`src/rtl/cnt_seq_pkg.sv`:
```
// Shared types and helpers for the mod-N sequencing controller.
// Holds the FSM state encoding, default widths and config checking.
package cnt_seq_pkg;

    localparam int unsigned WIDTH_DEF  = 4;
    localparam int unsigned WRAP_W_DEF = 8;

    typedef enum logic [1:0] {
        IDLE,
        LOAD,
        RUN,
        DONE
    } state_e;

    function automatic logic cfg_legal(
        input int unsigned m,
        input int unsigned i,
        input int unsigned w,
        input int unsigned max_m
    );
        return (m >= 2) && (m <= max_m) && (i < m) && (w >= 1);
    endfunction

endpackage

```
`src/rtl/cnt_seq_ctrl_if.sv`:
```
// Job request handshake between a host and the mod-N sequencer.
// The host drives valid and the job fields; the sequencer returns ready.
interface cnt_seq_ctrl_if #(
    parameter int unsigned WIDTH  = 4,
    parameter int unsigned WRAP_W = 8
);

    logic              valid;
    logic              ready;
    logic [WIDTH:0]    mod;
    logic [WIDTH-1:0]  init;
    logic [WRAP_W-1:0] wraps;

    modport master (
        output valid,
        output mod,
        output init,
        output wraps,
        input  ready
    );

    modport slave (
        input  valid,
        input  mod,
        input  init,
        input  wraps,
        output ready
    );

endinterface

```
`src/rtl/cnt_seq_ctrl_mod_counter.sv`:
```
// Presettable modulo-N counter; mod is WIDTH+1 bits so N=2**WIDTH fits.
// wrap_now flags the step that takes count from N-1 back to 0.
module mod_counter
    import cnt_seq_pkg::*;
#(
    parameter int unsigned WIDTH = WIDTH_DEF
) (
    input  logic             clk,
    input  logic             rst,
    input  logic             load,
    input  logic             en,
    input  logic [WIDTH-1:0] init,
    input  logic [WIDTH:0]   mod,
    output logic [WIDTH-1:0] count,
    output logic             wrap_now
);

    logic [WIDTH-1:0] count_q;
    logic [WIDTH-1:0] count_d;
    logic [WIDTH:0]   last;

    assign last     = mod - (WIDTH+1)'(1);
    assign wrap_now = en && ({1'b0, count_q} == last);
    assign count    = count_q;

    always_comb begin
        count_d = count_q;
        if (load) begin
            count_d = init;
        end else if (en) begin
            count_d = wrap_now ? '0 : count_q + WIDTH'(1);
        end
    end

    always_ff @(posedge clk) begin
        if (rst) begin
            count_q <= '0;
        end else begin
            count_q <= count_d;
        end
    end

endmodule

```
`src/rtl/cnt_seq_ctrl.sv`:
```
// Accepts a mod/init/wraps job, runs the mod-N counter for that many
// wraps and pulses done; stop aborts without done or wrap.
module cnt_seq_ctrl
    import cnt_seq_pkg::*;
#(
    parameter int unsigned WIDTH  = WIDTH_DEF,
    parameter int unsigned WRAP_W = WRAP_W_DEF
) (
    input  logic             clk,
    input  logic             rst,
    cnt_seq_ctrl_if.slave    cfg,
    input  logic             stop,
    output logic [WIDTH-1:0] count,
    output logic             wrap,
    output logic             busy,
    output logic             done,
    output logic             err
);

    localparam int unsigned MAX_MOD = 2**WIDTH;

    state_e            state_q, state_d;
    logic [WIDTH:0]    mod_q, mod_d;
    logic [WIDTH-1:0]  init_q, init_d;
    logic [WRAP_W-1:0] wraps_q, wraps_d;
    logic [WRAP_W-1:0] wcnt_q, wcnt_d;
    logic [WRAP_W-1:0] wcnt_inc;
    logic              wrap_q, wrap_d;
    logic              done_q, done_d;
    logic              err_q, err_d;
    logic              legal;
    logic              cnt_load;
    logic              cnt_en;
    logic              wrap_now;

    assign legal = cfg_legal(32'(cfg.mod), 32'(cfg.init),
                             32'(cfg.wraps), MAX_MOD);

    assign cfg.ready = (state_q == IDLE);
    assign busy      = (state_q == LOAD) || (state_q == RUN);
    assign wrap      = wrap_q;
    assign done      = done_q;
    assign err       = err_q;
    assign wcnt_inc  = wcnt_q + WRAP_W'(1);

    // stop gates the counter so an aborted job freezes where it was
    assign cnt_load = (state_q == LOAD) && !stop;
    assign cnt_en   = (state_q == RUN) && !stop;

    mod_counter #(
        .WIDTH(WIDTH)
    ) u_cnt (
        .clk     (clk),
        .rst     (rst),
        .load    (cnt_load),
        .en      (cnt_en),
        .init    (init_q),
        .mod     (mod_q),
        .count   (count),
        .wrap_now(wrap_now)
    );

    always_comb begin
        state_d = state_q;
        mod_d   = mod_q;
        init_d  = init_q;
        wraps_d = wraps_q;
        wcnt_d  = wcnt_q;
        wrap_d  = 1'b0;
        done_d  = 1'b0;
        err_d   = 1'b0;
        unique case (state_q)
            IDLE: begin
                if (cfg.valid) begin
                    if (legal) begin
                        mod_d   = cfg.mod;
                        init_d  = cfg.init;
                        wraps_d = cfg.wraps;
                        state_d = LOAD;
                    end else begin
                        err_d = 1'b1;
                    end
                end
            end
            LOAD: begin
                if (stop) begin
                    state_d = IDLE;
                end else begin
                    wcnt_d  = '0;
                    state_d = RUN;
                end
            end
            RUN: begin
                if (stop) begin
                    state_d = IDLE;
                end else if (wrap_now) begin
                    wrap_d = 1'b1;
                    wcnt_d = wcnt_inc;
                    if (wcnt_inc == wraps_q) begin
                        done_d  = 1'b1;
                        state_d = DONE;
                    end
                end
            end
            DONE: state_d = IDLE;
            default: state_d = IDLE;
        endcase
    end

    always_ff @(posedge clk) begin
        if (rst) begin
            state_q <= IDLE;
            mod_q   <= '0;
            init_q  <= '0;
            wraps_q <= '0;
            wcnt_q  <= '0;
            wrap_q  <= 1'b0;
            done_q  <= 1'b0;
            err_q   <= 1'b0;
        end else begin
            state_q <= state_d;
            mod_q   <= mod_d;
            init_q  <= init_d;
            wraps_q <= wraps_d;
            wcnt_q  <= wcnt_d;
            wrap_q  <= wrap_d;
            done_q  <= done_d;
            err_q   <= err_d;
        end
    end

endmodule

```
`src/flat_wrapper.sv`:
```
// flat-port wrapper written by rule: the top's interface ports become plain ports
module cnt_seq_ctrl_flat import cnt_seq_pkg::*;
#(
    parameter int unsigned WIDTH  = WIDTH_DEF,
    parameter int unsigned WRAP_W = WRAP_W_DEF
)
  (clk, rst, stop, count, wrap, busy, done, err, cfg_valid, cfg_mod, cfg_init, cfg_wraps, cfg_ready);
  cnt_seq_ctrl_if #(.WIDTH(WIDTH), .WRAP_W(WRAP_W)) cfg_i ();
  input  logic clk;
  input  logic rst;
  input  logic stop;
  output logic [WIDTH-1:0] count;
  output logic wrap;
  output logic busy;
  output logic done;
  output logic err;
  input wire logic [$bits(cfg_i.valid)-1:0] cfg_valid;
  input wire logic [$bits(cfg_i.mod)-1:0] cfg_mod;
  input wire logic [$bits(cfg_i.init)-1:0] cfg_init;
  input wire logic [$bits(cfg_i.wraps)-1:0] cfg_wraps;
  output wire logic [$bits(cfg_i.ready)-1:0] cfg_ready;
  assign cfg_i.valid = cfg_valid;
  assign cfg_i.mod = cfg_mod;
  assign cfg_i.init = cfg_init;
  assign cfg_i.wraps = cfg_wraps;
  assign cfg_ready = cfg_i.ready;
  cnt_seq_ctrl #(.WIDTH(WIDTH), .WRAP_W(WRAP_W)) u_core (.clk(clk), .rst(rst), .cfg(cfg_i), .stop(stop), .count(count), .wrap(wrap), .busy(busy), .done(done), .err(err));
endmodule
```
`config.mk`:
```
export PLATFORM = sky130hd
export DESIGN_NAME = cnt_seq_ctrl_flat
export DESIGN_NICKNAME = d
export VERILOG_FILES = /design/src/rtl/cnt_seq_pkg.sv /design/src/rtl/cnt_seq_ctrl_if.sv /design/src/rtl/cnt_seq_ctrl_mod_counter.sv /design/src/rtl/cnt_seq_ctrl.sv /design/src/flat_wrapper.sv
export SDC_FILE = /design/constraint.sdc
export NUM_CORES = 1
export LEC_CHECK = 0
export BUFFER_PORTS_ARGS = -buffer_cell sky130_fd_sc_hd__buf_4
export CAP_MARGIN = 25
export CORE_MARGIN = 4
export CORE_UTILIZATION = 40
export CTS_CLUSTER_SIZE = 20
export DETAILED_ROUTE_END_ITERATION = 8
export PLACE_DENSITY_LB_ADDON = 0.05
export SLEW_MARGIN = 20
export SYNTH_ARGS = -nofsm -noshare
export SYNTH_HDL_FRONTEND = slang
export SYNTH_SLANG_ARGS = --single-unit
```
`constraint.sdc`:
```
create_clock -name clk -period 2.1 [get_ports clk]
set_input_delay 0.105 -clock clk [delete_from_list [all_inputs] [get_ports clk]]
set_output_delay 0.105 -clock clk [all_outputs]
set_load 0.005 [all_outputs]
```
# Word-level counts from Yosys, hierarchy flattened
# Index checks and enable logic that the tools add are counted.
# Widths: inputs -> output; s select.
# totals
inputBits,21
register_bits,34
output_inout_bits,9
wordCells,66
# op_classes
reduce_logical,17
magnitude_cmp,4
bitwise_logic,4
eq_ne,12
add_sub_neg,3
n_mux,17
# op_table
cell,count
$mux 8,3
$pmux 8 s2,1
$mux 2,6
$mux 4,3
$add 8x1->8 const B,1
$eq 8x8->1,1
$ge 8x1->1 const B,1
$ne 2x2->1 const B,4
$pmux 2 s4,1
$reduce_and 4->1,2
$logic_and 1x1->1,6
$ne 3x3->1 const B,2
$reduce_or 3->1,2
$eq 4x5->1,1
$ge 5x2->1 const B,1
$le 5x5->1 const B,1
$lt 4x5->1,1
$sub 5x1->5 const B,1
$add 4x1->4 const B,1
$eq 2x2->1 const B,2
$not 1->1,4
$reduce_bool 2->1,2
$reduce_or 4->1,1
$mux 1,3
other kinds (6),6

# Depth between registers and ports, before layout
# depth
ltp_word,7
depth_mapped,9
ltp_nobuf,8

# Modules after synthesis
# From an unflattened synthesis, not the netlist that was laid out.
# hier_totals
cells_unflattened,225
hier_area_um2,1984.4
# modules_own_cells
mod,cells_per_inst,area_each_um2,n_inst
cnt_seq_ctrl,183,1625.3,1
mod_counter,42,359.1,1

# Least setup slack after synthesis
# Ideal clock, no wire load.
# synth_path
kind,register -> register
startpoint,register u_core.mod_q[0]
endpoint,register u_core.wcnt_q[4]
path_buffers,1
path_slack_ps,71
path_stages_with_launch,9
t_arrival_ps,1958
t_required_ps,2030
cell_sequence,dfxtp_1 > inv_1 > ha_1 > xnor2_1 > a211o_1 > a2111o_1 > buf_6 > or3_1 > a21oi_1
# synth_via
elab_chain_len,5
# synth_rtl
item,line,source
from (decl),cnt_seq_ctrl.sv:23,"logic [WIDTH:0] mod_q, mod_d;"
from (signal assigned),cnt_seq_ctrl.sv:122,mod_q <= mod_d;
$sub 5x1->5,cnt_seq_ctrl_mod_counter.sv:22,assign last = mod - (WIDTH+1)'(1);
$eq 4x5->1,cnt_seq_ctrl_mod_counter.sv:23,"assign wrap_now = en && ({1'b0, count_q} == last);"
$logic_and 1x1->1,cnt_seq_ctrl_mod_counter.sv:23,
$ne 2x2->1 (no source line),-,
$reduce_and 4->1 (no source line),-,
to (signal assigned),cnt_seq_ctrl.sv:125,wcnt_q <= wcnt_d;
to (decl),cnt_seq_ctrl.sv:26,"logic [WRAP_W-1:0] wcnt_q, wcnt_d;"
# Every way passes these cells.
# A chain may end at the register's enable or synchronous reset.

# Worst setup path after layout
# layout_path
startpoint,register u_core.mod_q[1]
endpoint,register u_core.wcnt_q[7]
# The elaborated chain is that of the path after synthesis.

==> metrics <==
status=complete, no violations; routed wire length=4800 µm; Critical Path Fanout Max=7; compound-gate portion of the synthesized area=15.26%; CTS tree=done; Tot GR Track Use=16.99%; Crit Path Category=flip-flop to flip-flop; MaxCap Viol Count=0; DRT antenna net count=0; PD cells=607.2 mW/mm²; Worst path slowest cell=or4_1; final worst-path setup slack=0.07525 ns; Final Hold Vio Count=0; worst rel slew slack=61.85%; Yosys top cell area share=36.41%; 1st-iter DRT viols=102; sequential share of the synthesized area=36.41%; Max Buffers Root-to-Sink=2; initial antenna violation count=0; count of final setup violators=0; clock tree root driver cell=clkbuf_8; H-tree Lvls=2; P_leak=0.9439 nW; Post-Synth XOR/XNOR Area=9.839%; Cell variety after synth=41; number of enable flip-flop cells after synthesis=0; pre-CTS WS=-0.08905 ns; Hold-fix buffers, CTS=0; RR Startpoint=u_core.mod_q[1]; post-synthesis mux area share=8.099%; Post-Synth Simple-Gate Area=19.75%; routability cong.=0.8472; Placeable Area=0.004444 mm²; largest net degree at the start of global routing=34; worst path cell trace=inv_2 -> ha_4 -> xnor2_1 -> a211o_1 -> a2111o_1 -> or4_1 -> a21oi_1; Placement Rows=24; Synth Area in Adders=6.024%; Crit. Startpoint=u_core.mod_q[1]; worst skew pair latency=0.29 ns; Final Max Tran Viols=0; DR vias/cell=5.534; Fin Setup TNS=0 ns; Reg clk slew, reported paths=0.07 ns; Overall Power=1.453 mW; gr ovfl total=0; Least-Margin Pin Slew=0.5709 ns; Synth Cell Area=0.001869 mm²; Post-synth top cells=dfxtp_1, nor2_1, xnor2_1, mux2i_1, a21oi_1; largest family of logic cells by synthesized area=simple AND/OR/NAND/NOR gates; Top FF cell, synth=dfxtp_1; I/O Buffers=29; fmax=493.9 MHz; Mapped Cells=213; fraction of layout instances using a drive strength above 1=27.41%; Final Critical Period=2.025 ns; final hold slack=0.05869 ns; syn avg cell area=8.776 µm²; Final Core Density=53.83%; layout net count=289; period utilization=96.42%; vias in the first global route=1,681; clk sinks=34; Die Height=76.36 µm; startpoint types=flip-flop; syn nets=243; Crit. End Element=flip-flop; worst endpoint data arrival time=2.24 ns; # IOs=30; slowest stage delay, CP=0.43 ns; Area growth, synth to finish=27.98%; unrepaired setup endpoints after global routing=yes; die area=0.005831 mm²; CP required=2.32 ns; min-delay src=cfg_init[0]; maximum VDD drop=0.2813 mV; half-perimeter wire length after placement=3479 µm; DR vias=1,721; Ant. Diodes=0; leading post-synthesis cells by cell area=dfxtp_1, xnor2_1, mux2i_1; Initial Util=42.06%; clk_skew=0.006863 ns; Async SR Flop Fraction=0%; Die Span X=76.36 µm; routed len/inst=15.43 µm; HP Class=input port to flip-flop; DR DRC count=0; global-route wire length before repair=7900 µm; synth warn=0; CTS Buf Count=5; Yosys top cell by area=dfxtp_1; first drt pass iteration count=4; flops & latches, synth=34
layout by cell type, fill, tap and decap left out, types with 3 or more instances in the layout:
cell / netlist / final
dfxtp_1: 34 / 32
xor2_1: 4 / 4
clkbuf_8: 0 / 5
a222oi_1: 3 / 3
ha_1: 9 / 8
nand2_1: 7 / 7
xnor2_1: 17 / 16
inv_1: 7 / 5
nand3_1: 4 / 4
nor2b_1: 4 / 4
a21oi_1: 13 / 13
nor2_1: 34 / 34
or3_1: 3 / 3
o21ai_0: 12 / 11
buf_4: 0 / 45
a31oi_1: 3 / 3
nor3_1: 5 / 3
mux2i_1: 14 / 14
per-layer routing:
metal  wire, µm  part of all wire [%]  global-route usage [%]
met1       2044                    43                   19.12
met3        214                   4.5                   4.019
met5          0                     0                       0
met2       2460                    51                   30.23
met4         81                   1.7                   7.609
power by group:
group	switching (mW)	internal, mW	total, mW
Combinational	0.157	0.142	0.299
Clock	0.230	0.228	0.458
Sequential	0.0229	0.673	0.696
Total	0.410	1.04	1.45
registers in the layout, indices dropped and copies added (netlist names):
signal and flops:
u_core.mod_q 5, u_core.err 1, u_core.init_q 4, u_core.state_q 2
u_core.wcnt_q 8, u_core.wrap 1, u_core.wraps_q 8, u_core.done 1
u_core.u_cnt.count 4
final timing paths:
kind | endpoint | slack, ns | cells past startpoint
max reg2reg | u_core.wcnt_q[7] | 0.08 | 7
min reg2reg | u_core.init_q[2] | 0.49 | 2
min | u_core.init_q[0] | 0.06 | 3
max | u_core.wcnt_q[7] | 0.08 | 7
stage by stage:
stage | std cells | area (µm²)
4_1_cts | 309 | 2312
3_5_place_dp | 300 | 2197
2_1_floorplan | 213 | 1869
5_1_grt | 311 | 2392
3_3_place_gp | 300 | 2197
6_report | 311 | 2392
timing repair:
item,CTS,global route
gates cloned,1,0
resized for setup,6,13
setup buffers,1,2
endpoints found under the setup margin,7,13
pin swaps,6,6
logic make-up after synthesis:
kind of cell / after synthesis
AOI/OAI and AO/OA: 44
xor gates and xnor gates: 21
adders and majority gates: 9
buffers and inverters: 15
DFF: 34
muxes: 15
and+or+nand+nor: 75
worst max-delay path, delay by kind of cell (launching register included):
| kind | cells | cell delay [ns] |
|---|---|---|
| buffers and inverters | 1 | 0.04 |
| XOR/XNOR | 1 | 0.12 |
| flip-flops | 1 | 0.33 |
| adder cells (fa/ha/maj) | 1 | 0.23 |
| AND/OR/NAND/NOR | 1 | 0.43 |
| AO/OA/AOI/OAI | 3 | 0.80 |
final cells by class:
| cell class | instances | area (µm²) |
|---|---|---|
| flip-flops and latches | 34 | 683.2 |
| fillers | 416 | 2052 |
| inverters | 7 | 26.28 |
| multi-input cells | 165 | 1192 |
| clock buffers | 7 | 76.32 |
| repair buffers | 46 | 349.1 |
| well taps | 52 | 65.06 |
Power figures use the tool's default switching activity.
